## config.mk

```make
export PLATFORM = sky130hd
export DESIGN_NAME = frame_sequencer
export DESIGN_NICKNAME = d
export VERILOG_FILES = /design/src/rtl/frame_sequencer_pkg.sv /design/src/rtl/frame_sequencer_tick_timer.sv /design/src/rtl/frame_sequencer.sv
export SDC_FILE = /design/constraint.sdc
export NUM_CORES = 1
export LEC_CHECK = 0
export BUFFER_PORTS_ARGS = -buffer_cell sky130_fd_sc_hd__buf_2
export CAP_MARGIN = 20
export CORE_ASPECT_RATIO = 1.2
export CORE_MARGIN = 3
export CORE_UTILIZATION = 29
export DETAILED_ROUTE_END_ITERATION = 7
export PLACE_DENSITY = 0.54
export SYNTH_ARGS = -nofsm -noshare
export SYNTH_HDL_FRONTEND = slang
export SYNTH_SLANG_ARGS = --single-unit
```

## constraint.sdc

```tcl
create_clock -name clk -period 1.8 [get_ports clk]
set_input_delay 0.36 -clock clk [delete_from_list [all_inputs] [get_ports clk]]
set_output_delay 0.36 -clock clk [all_outputs]
set_load 0.01 [all_outputs]
```

## src/rtl/frame_sequencer_pkg.sv

```systemverilog
// frame_pkg: shared definitions for the per-frame render sequencer.
//   - state_e              : sequencer state encoding; it is also shown on the
//                            debug 'phase' output.
//   - FRAME_TICKS_120HZ    : 50 MHz / 120 Hz frame period in clocks.
//   - SETTLE_TICKS_DEFAULT : idle clocks between the update strobe and draw start.
package frame_pkg;

    localparam int unsigned FRAME_TICKS_120HZ    = 416666;
    localparam int unsigned SETTLE_TICKS_DEFAULT = 21;

    typedef enum logic [2:0] {
        ST_IDLE       = 3'd0,
        ST_WAIT_TICK  = 3'd1,
        ST_ERASE_REQ  = 3'd2,
        ST_ERASE_WAIT = 3'd3,
        ST_UPDATE     = 3'd4,
        ST_SETTLE     = 3'd5,
        ST_DRAW_REQ   = 3'd6,
        ST_DRAW_WAIT  = 3'd7
    } state_e;

endpackage

```

## src/rtl/frame_sequencer_tick_timer.sv

```systemverilog
// tick_timer: free-running frame period timer.
//   clk    : system clock
//   reset  : asynchronous, active-high
//   enable : level; counter runs while high and is held at 0 while low
//   tick   : registered one-cycle pulse, once every PERIOD clocks while enabled
module tick_timer #(
    parameter int unsigned PERIOD = 416666,
    parameter int unsigned CW     = 20
) (
    input  logic clk,
    input  logic reset,
    input  logic enable,
    output logic tick
);

    localparam logic [CW-1:0] LAST = CW'(PERIOD - 1);

    logic [CW-1:0] count_q, count_d;
    logic          tick_q, tick_d;

    always_comb begin
        count_d = '0;
        tick_d  = 1'b0;
        if (enable) begin
            if (count_q == LAST) begin
                count_d = '0;
                tick_d  = 1'b1;
            end else begin
                count_d = count_q + CW'(1);
            end
        end
    end

    always_ff @(posedge clk or posedge reset) begin
        if (reset) begin
            count_q <= '0;
            tick_q  <= 1'b0;
        end else begin
            count_q <= count_d;
            tick_q  <= tick_d;
        end
    end

    assign tick = tick_q;

endmodule

```

## src/rtl/frame_sequencer.sv

```systemverilog
// frame_sequencer: per-frame render loop controller.
// On each frame tick, one pass runs: erase -> physics update -> settle -> draw.
// Each phase uses a start/done handshake with its engine.
//   clk, reset        : system clock, asynchronous active-high reset
//   run               : level; enables the frame timer and sequencing
//   erase_done        : one-cycle completion pulse from the erase engine
//   draw_done         : one-cycle completion pulse from the draw engine
//   erase_start       : one-cycle registered request to the erase engine
//   update_en         : one-cycle registered physics/position update strobe
//   draw_start        : one-cycle registered request to the draw engine
//   phase[2:0]        : current state encoding (debug LEDs)
//   frame_count[15:0] : completed frames, wraps
//   overrun           : sticky; a frame tick arrived while one was still pending
module frame_sequencer
    import frame_pkg::*;
#(
    parameter int unsigned FRAME_TICKS  = FRAME_TICKS_120HZ,
    parameter int unsigned SETTLE_TICKS = SETTLE_TICKS_DEFAULT,
    parameter int unsigned CW           = 20
) (
    input  logic        clk,
    input  logic        reset,
    input  logic        run,
    input  logic        erase_done,
    input  logic        draw_done,
    output logic        erase_start,
    output logic        update_en,
    output logic        draw_start,
    output logic [2:0]  phase,
    output logic [15:0] frame_count,
    output logic        overrun
);

    localparam int unsigned   SW          = (SETTLE_TICKS > 1) ? $clog2(SETTLE_TICKS) : 1;
    localparam logic [SW-1:0] SETTLE_LAST = SW'(SETTLE_TICKS - 1);

    logic          tick;
    state_e        state_q, state_d;
    logic [SW-1:0] settle_q, settle_d;
    logic          pending_q, pending_d;
    logic          overrun_q, overrun_d;
    logic [15:0]   fc_q, fc_d;
    logic          es_q, ue_q, ds_q;

    tick_timer #(
        .PERIOD (FRAME_TICKS),
        .CW     (CW)
    ) u_timer (
        .clk    (clk),
        .reset  (reset),
        .enable (run),
        .tick   (tick)
    );

    always_comb begin
        state_d   = state_q;
        settle_d  = settle_q;
        pending_d = pending_q;
        overrun_d = overrun_q;
        fc_d      = fc_q;

        // A tick is remembered until WAIT_TICK consumes it.
        // A second tick arriving before then is dropped and flagged.
        if (tick) begin
            if (pending_q) overrun_d = 1'b1;
            else           pending_d = 1'b1;
        end

        case (state_q)
            ST_IDLE: begin
                if (run) state_d = ST_WAIT_TICK;
            end
            ST_WAIT_TICK: begin
                if (!run) begin
                    state_d   = ST_IDLE;
                    pending_d = 1'b0;
                end else if (pending_q || tick) begin
                    state_d   = ST_ERASE_REQ;
                    pending_d = 1'b0;
                end
            end
            ST_ERASE_REQ: state_d = ST_ERASE_WAIT;
            ST_ERASE_WAIT: begin
                if (erase_done) state_d = ST_UPDATE;
            end
            ST_UPDATE: begin
                state_d  = ST_SETTLE;
                settle_d = '0;
            end
            ST_SETTLE: begin
                if (settle_q == SETTLE_LAST) state_d = ST_DRAW_REQ;
                else                         settle_d = settle_q + SW'(1);
            end
            ST_DRAW_REQ: state_d = ST_DRAW_WAIT;
            ST_DRAW_WAIT: begin
                if (draw_done) begin
                    state_d = ST_WAIT_TICK;
                    fc_d    = fc_q + 16'd1;
                end
            end
            default: state_d = ST_IDLE;
        endcase
    end

    always_ff @(posedge clk or posedge reset) begin
        if (reset) begin
            state_q   <= ST_IDLE;
            settle_q  <= '0;
            pending_q <= 1'b0;
            overrun_q <= 1'b0;
            fc_q      <= '0;
            es_q      <= 1'b0;
            ue_q      <= 1'b0;
            ds_q      <= 1'b0;
        end else begin
            state_q   <= state_d;
            settle_q  <= settle_d;
            pending_q <= pending_d;
            overrun_q <= overrun_d;
            fc_q      <= fc_d;
            // Strobes are registered from the next state.
            // They line up with the state they belong to, with no input-to-output path.
            es_q      <= (state_d == ST_ERASE_REQ);
            ue_q      <= (state_d == ST_UPDATE);
            ds_q      <= (state_d == ST_DRAW_REQ);
        end
    end

    assign erase_start = es_q;
    assign update_en   = ue_q;
    assign draw_start  = ds_q;
    assign phase       = state_q;
    assign frame_count = fc_q;
    assign overrun     = overrun_q;

endmodule

```

==> results.json <==
{
  "die_area_um2": 9706,
  "gpl.final_weighted_congestion": 0.7584,
  "syn_nets": 241,
  "fin_worst_skew_ns": 0.006626,
  "ys_seq_area_share_pct": 50.43,
  "synthDistinctLibCells": 44,
  "cts.sinks": 50,
  "synth.avg_cell_area_um2": 10.74,
  "grt_usage_pct": 10.80,
  "startpoint": "u_timer.count_q[1]$_DFF_PP0_",
  "tightest_slew_ns": 0.4087,
  "dp_hpwl_um": 3505,
  "area_delta_synth_final_pct": 25.72,
  "synthTopCellsByArea": "dfrtp_1 (50%), xnor2_1 (7.8%), nor2_2 (3.8%), nand3_1 (3.4%), xor2_1 (3.2%)",
  "first_pass_iters": 4,
  "io_buffer_count": 27,
  "grt_pass1_vias": 1822,
  "synthFlopType": "dfrtp_1",
  "critPathArrivalTime_ns": 1.95,
  "globalRoute.totalOverflow": 0,
  "irDropWorstVdd_v": 0.0002336,
  "fin_cells": 401,
  "worstPathBufferInverterCount": 3,
  "rr_worst_depth": 8,
  "drc": 0,
  "timing.hold.ws_ns": 0.03329,
  "worst_slack_ns": 0.04679,
  "vias": 1835,
  "clock.fmax_ghz": 0.5704,
  "synth_cells": 231,
  "finalHoldViolCount": 0,
  "cts_made_buffers": 5,
  "ios": 28,
  "crit_type": "flip-flop to flip-flop",
  "power.total_w": 0.002267,
  "ant_nets": 0,
  "cp_max_fo": 5,
  "power_leakage_nw": 1.440,
  "cts.path.max_buffers": 2,
  "yosysWarnings": 0,
  "synth_top_area_cell": "dfrtp_1",
  "pre_cts_ws_ns": 0.01292,
  "cts_tree": "built",
  "async_flop_share_pct": 100.0,
  "die_h_um": 107.3,
  "clkTransAtPathRegs_ns": 0.09,
  "yosysMostFrequentCell": "dfrtp_1",
  "crit_chain": "inv_1 > ha_1 > nor4b_2 > nand4_1 > o31ai_4 > buf_12 > clkbuf_16 > nor2_2",
  "antenna_found_initial": 0,
  "clock_latency_ns": 0.30,
  "drive_gt1_share_pct": 33.45,
  "root_buffer": "clkbuf_8",
  "yosysTopAreaCellShare_pct": 50.43,
  "viasPerCell": 4.576,
  "regToRegSetupSlack_ns": 0.05,
  "required_ns": 1.99,
  "startpoint_type": "flip-flop",
  "diodes": 0,
  "reg2reg_from": "u_timer.count_q[1]$_DFF_PP0_",
  "drt_first_iter_violations": 48,
  "setup_violations": 0,
  "core_area_um2": 8243,
  "crit_path_top_delay_cell": "dfrtp_1",
  "num_rows": 36,
  "post_drt_wl_per_cell_um": 12.53,
  "critical_path_depth": 8,
  "die_w_um": 90.44,
  "end_kind": "flip-flop",
  "status": "complete, no violations",
  "drv_slew": 0,
  "synth_edf_count": 0,
  "htreeDepth": 2,
  "critPathCapture": "u_timer.count_q[11]$_DFF_PP0_",
  "slew_headroom_pct": 72.71,
  "r2r-end": "u_timer.count_q[11]$_DFF_PP0_",
  "fillCellCount": 830,
  "pwr_density_cell_nw_per_um2": 726.7,
  "wl_um": 5023,
  "hold_class": "primary input to async pin",
  "dp.cells": 385,
  "cpPeakStageDelay_ns": 0.41,
  "grt_max_degree": 22,
  "maxCapViolations": 0,
  "synth_common_cells": "dfrtp_1 (50), xnor2_1 (22), nand3_1 (17)",
  "ys_ff_latch": 50,
  "crit_family": "simple AND/OR/NAND/NOR gates",
  "period_needed_ns": 1.753,
  "start_util_pct": 30.10,
  "nNetsFinal": 296,
  "fin_crit_sh_pct": 97.40,
  "cts_hold_buf": 0,
  "grt_pass1_wl_um": 8631,
  "finalSetupTns_ns": 0,
  "synth_area_um2": 2481
}
==> through the flow <==
step                      utilization (%)  instance area (um2)
final                               37.84                 3119
after global routing                37.84                 3119
after CTS                           36.25                 2988
after detailed placement            34.88                 2875
after global placement              34.88                 2875
after floorplan                         -                 2481
==> state kept, by name, indices dropped and copies added (netlist names) <==
register / flops
settle_q: 5
u_timer.count_q: 20
update_en: 1
erase_start: 1
pending_q: 1
overrun: 1
frame_count: 16
u_timer.tick: 1
draw_start: 1
phase: 3
==> worst min path at each step <==
stage	from	cells after the start	end
after floorplan	u_timer.tick$_DFF_PP0_	1	overrun$_DFFE_PP0P_
after CTS	reset	2	erase_start$_DFF_PP0_
after global routing	reset	2	update_en$_DFF_PP0_
after global placement	reset	2	update_en$_DFF_PP0_
after detailed placement	reset	2	update_en$_DFF_PP0_
final	reset	2	erase_start$_DFF_PP0_
==> kinds of logic (layout without fill, tap and decap cells) <==
kind of cell               count (synthesis)  count (layout)  share of synthesized area, %
and+or+nand+nor                          105             105                         25.27
DFF                                       50              50                         50.43
xor gates and xnor gates                  31              31                         10.94
AOI/OAI and AO/OA                         20              20                         6.404
buffers and inverters                     19              75                         3.984
adders and majority gates                  5               5                         2.521
muxes                                      1               1                        0.4538
==> where the power goes <==
part | switching (W) | internal [W] | total [W]
combinational | 0.000147 | 0.000119 | 0.000266
sequential | 0.0000494 | 0.00117 | 0.00122
clock | 0.000370 | 0.000415 | 0.000785
==> routing by layer <==
| metal | vias up | global-route usage, % | wire length (um) |
|---|---|---|---|
| li1 | 911 | - | - |
| met1 | 888 | 14.16 | 2307 |
| met2 | 29 | 17.30 | 2503 |
| met3 | 7 | 2.727 | 157 |
| met4 | 0 | 3.939 | 55 |
| met5 | - | 0 | 0 |
==> timing repair <==
item	4_1_cts	5_1_grt
gates cloned	0	3
setup endpoints to repair	1	22
gates resized for setup	1	5
buffers inserted	0	5
pin swaps	0	3
endpoints found under the hold margin	0	0
==> area by class of cell <==
cell class	instances	area (um2)	share of cell area [%]
Inverter	10	37.54	1.203
Timing Repair Buffer	57	424.2	13.60
Multi-Input combinational cell	162	1151	36.90
Clock buffer	6	72.57	2.327
Tap cell	114	142.6	4.573
Clock inverter	2	37.54	1.203
Sequential cell	50	1254	40.19
==> placed cells by master (no fill, tap or decap), drive strengths merged, types with 2 or more instances in the layout <==
master   n
or3b     2
ha       5
o31ai    4
nor2    25
and4     3
and4b    2
o41ai    2
dfrtp   50
nor2b    2
o21ai    2
xor2     9
nand2b   2
or2      2
nand2   15
xnor2   22
or4      4
a21oi    8
clkbuf   8
nand3   17
nor3     3
inv     10
or3      2
nor4     7
and3     5
nand4    9
buf     55
(Power assumes the default switching activity.)
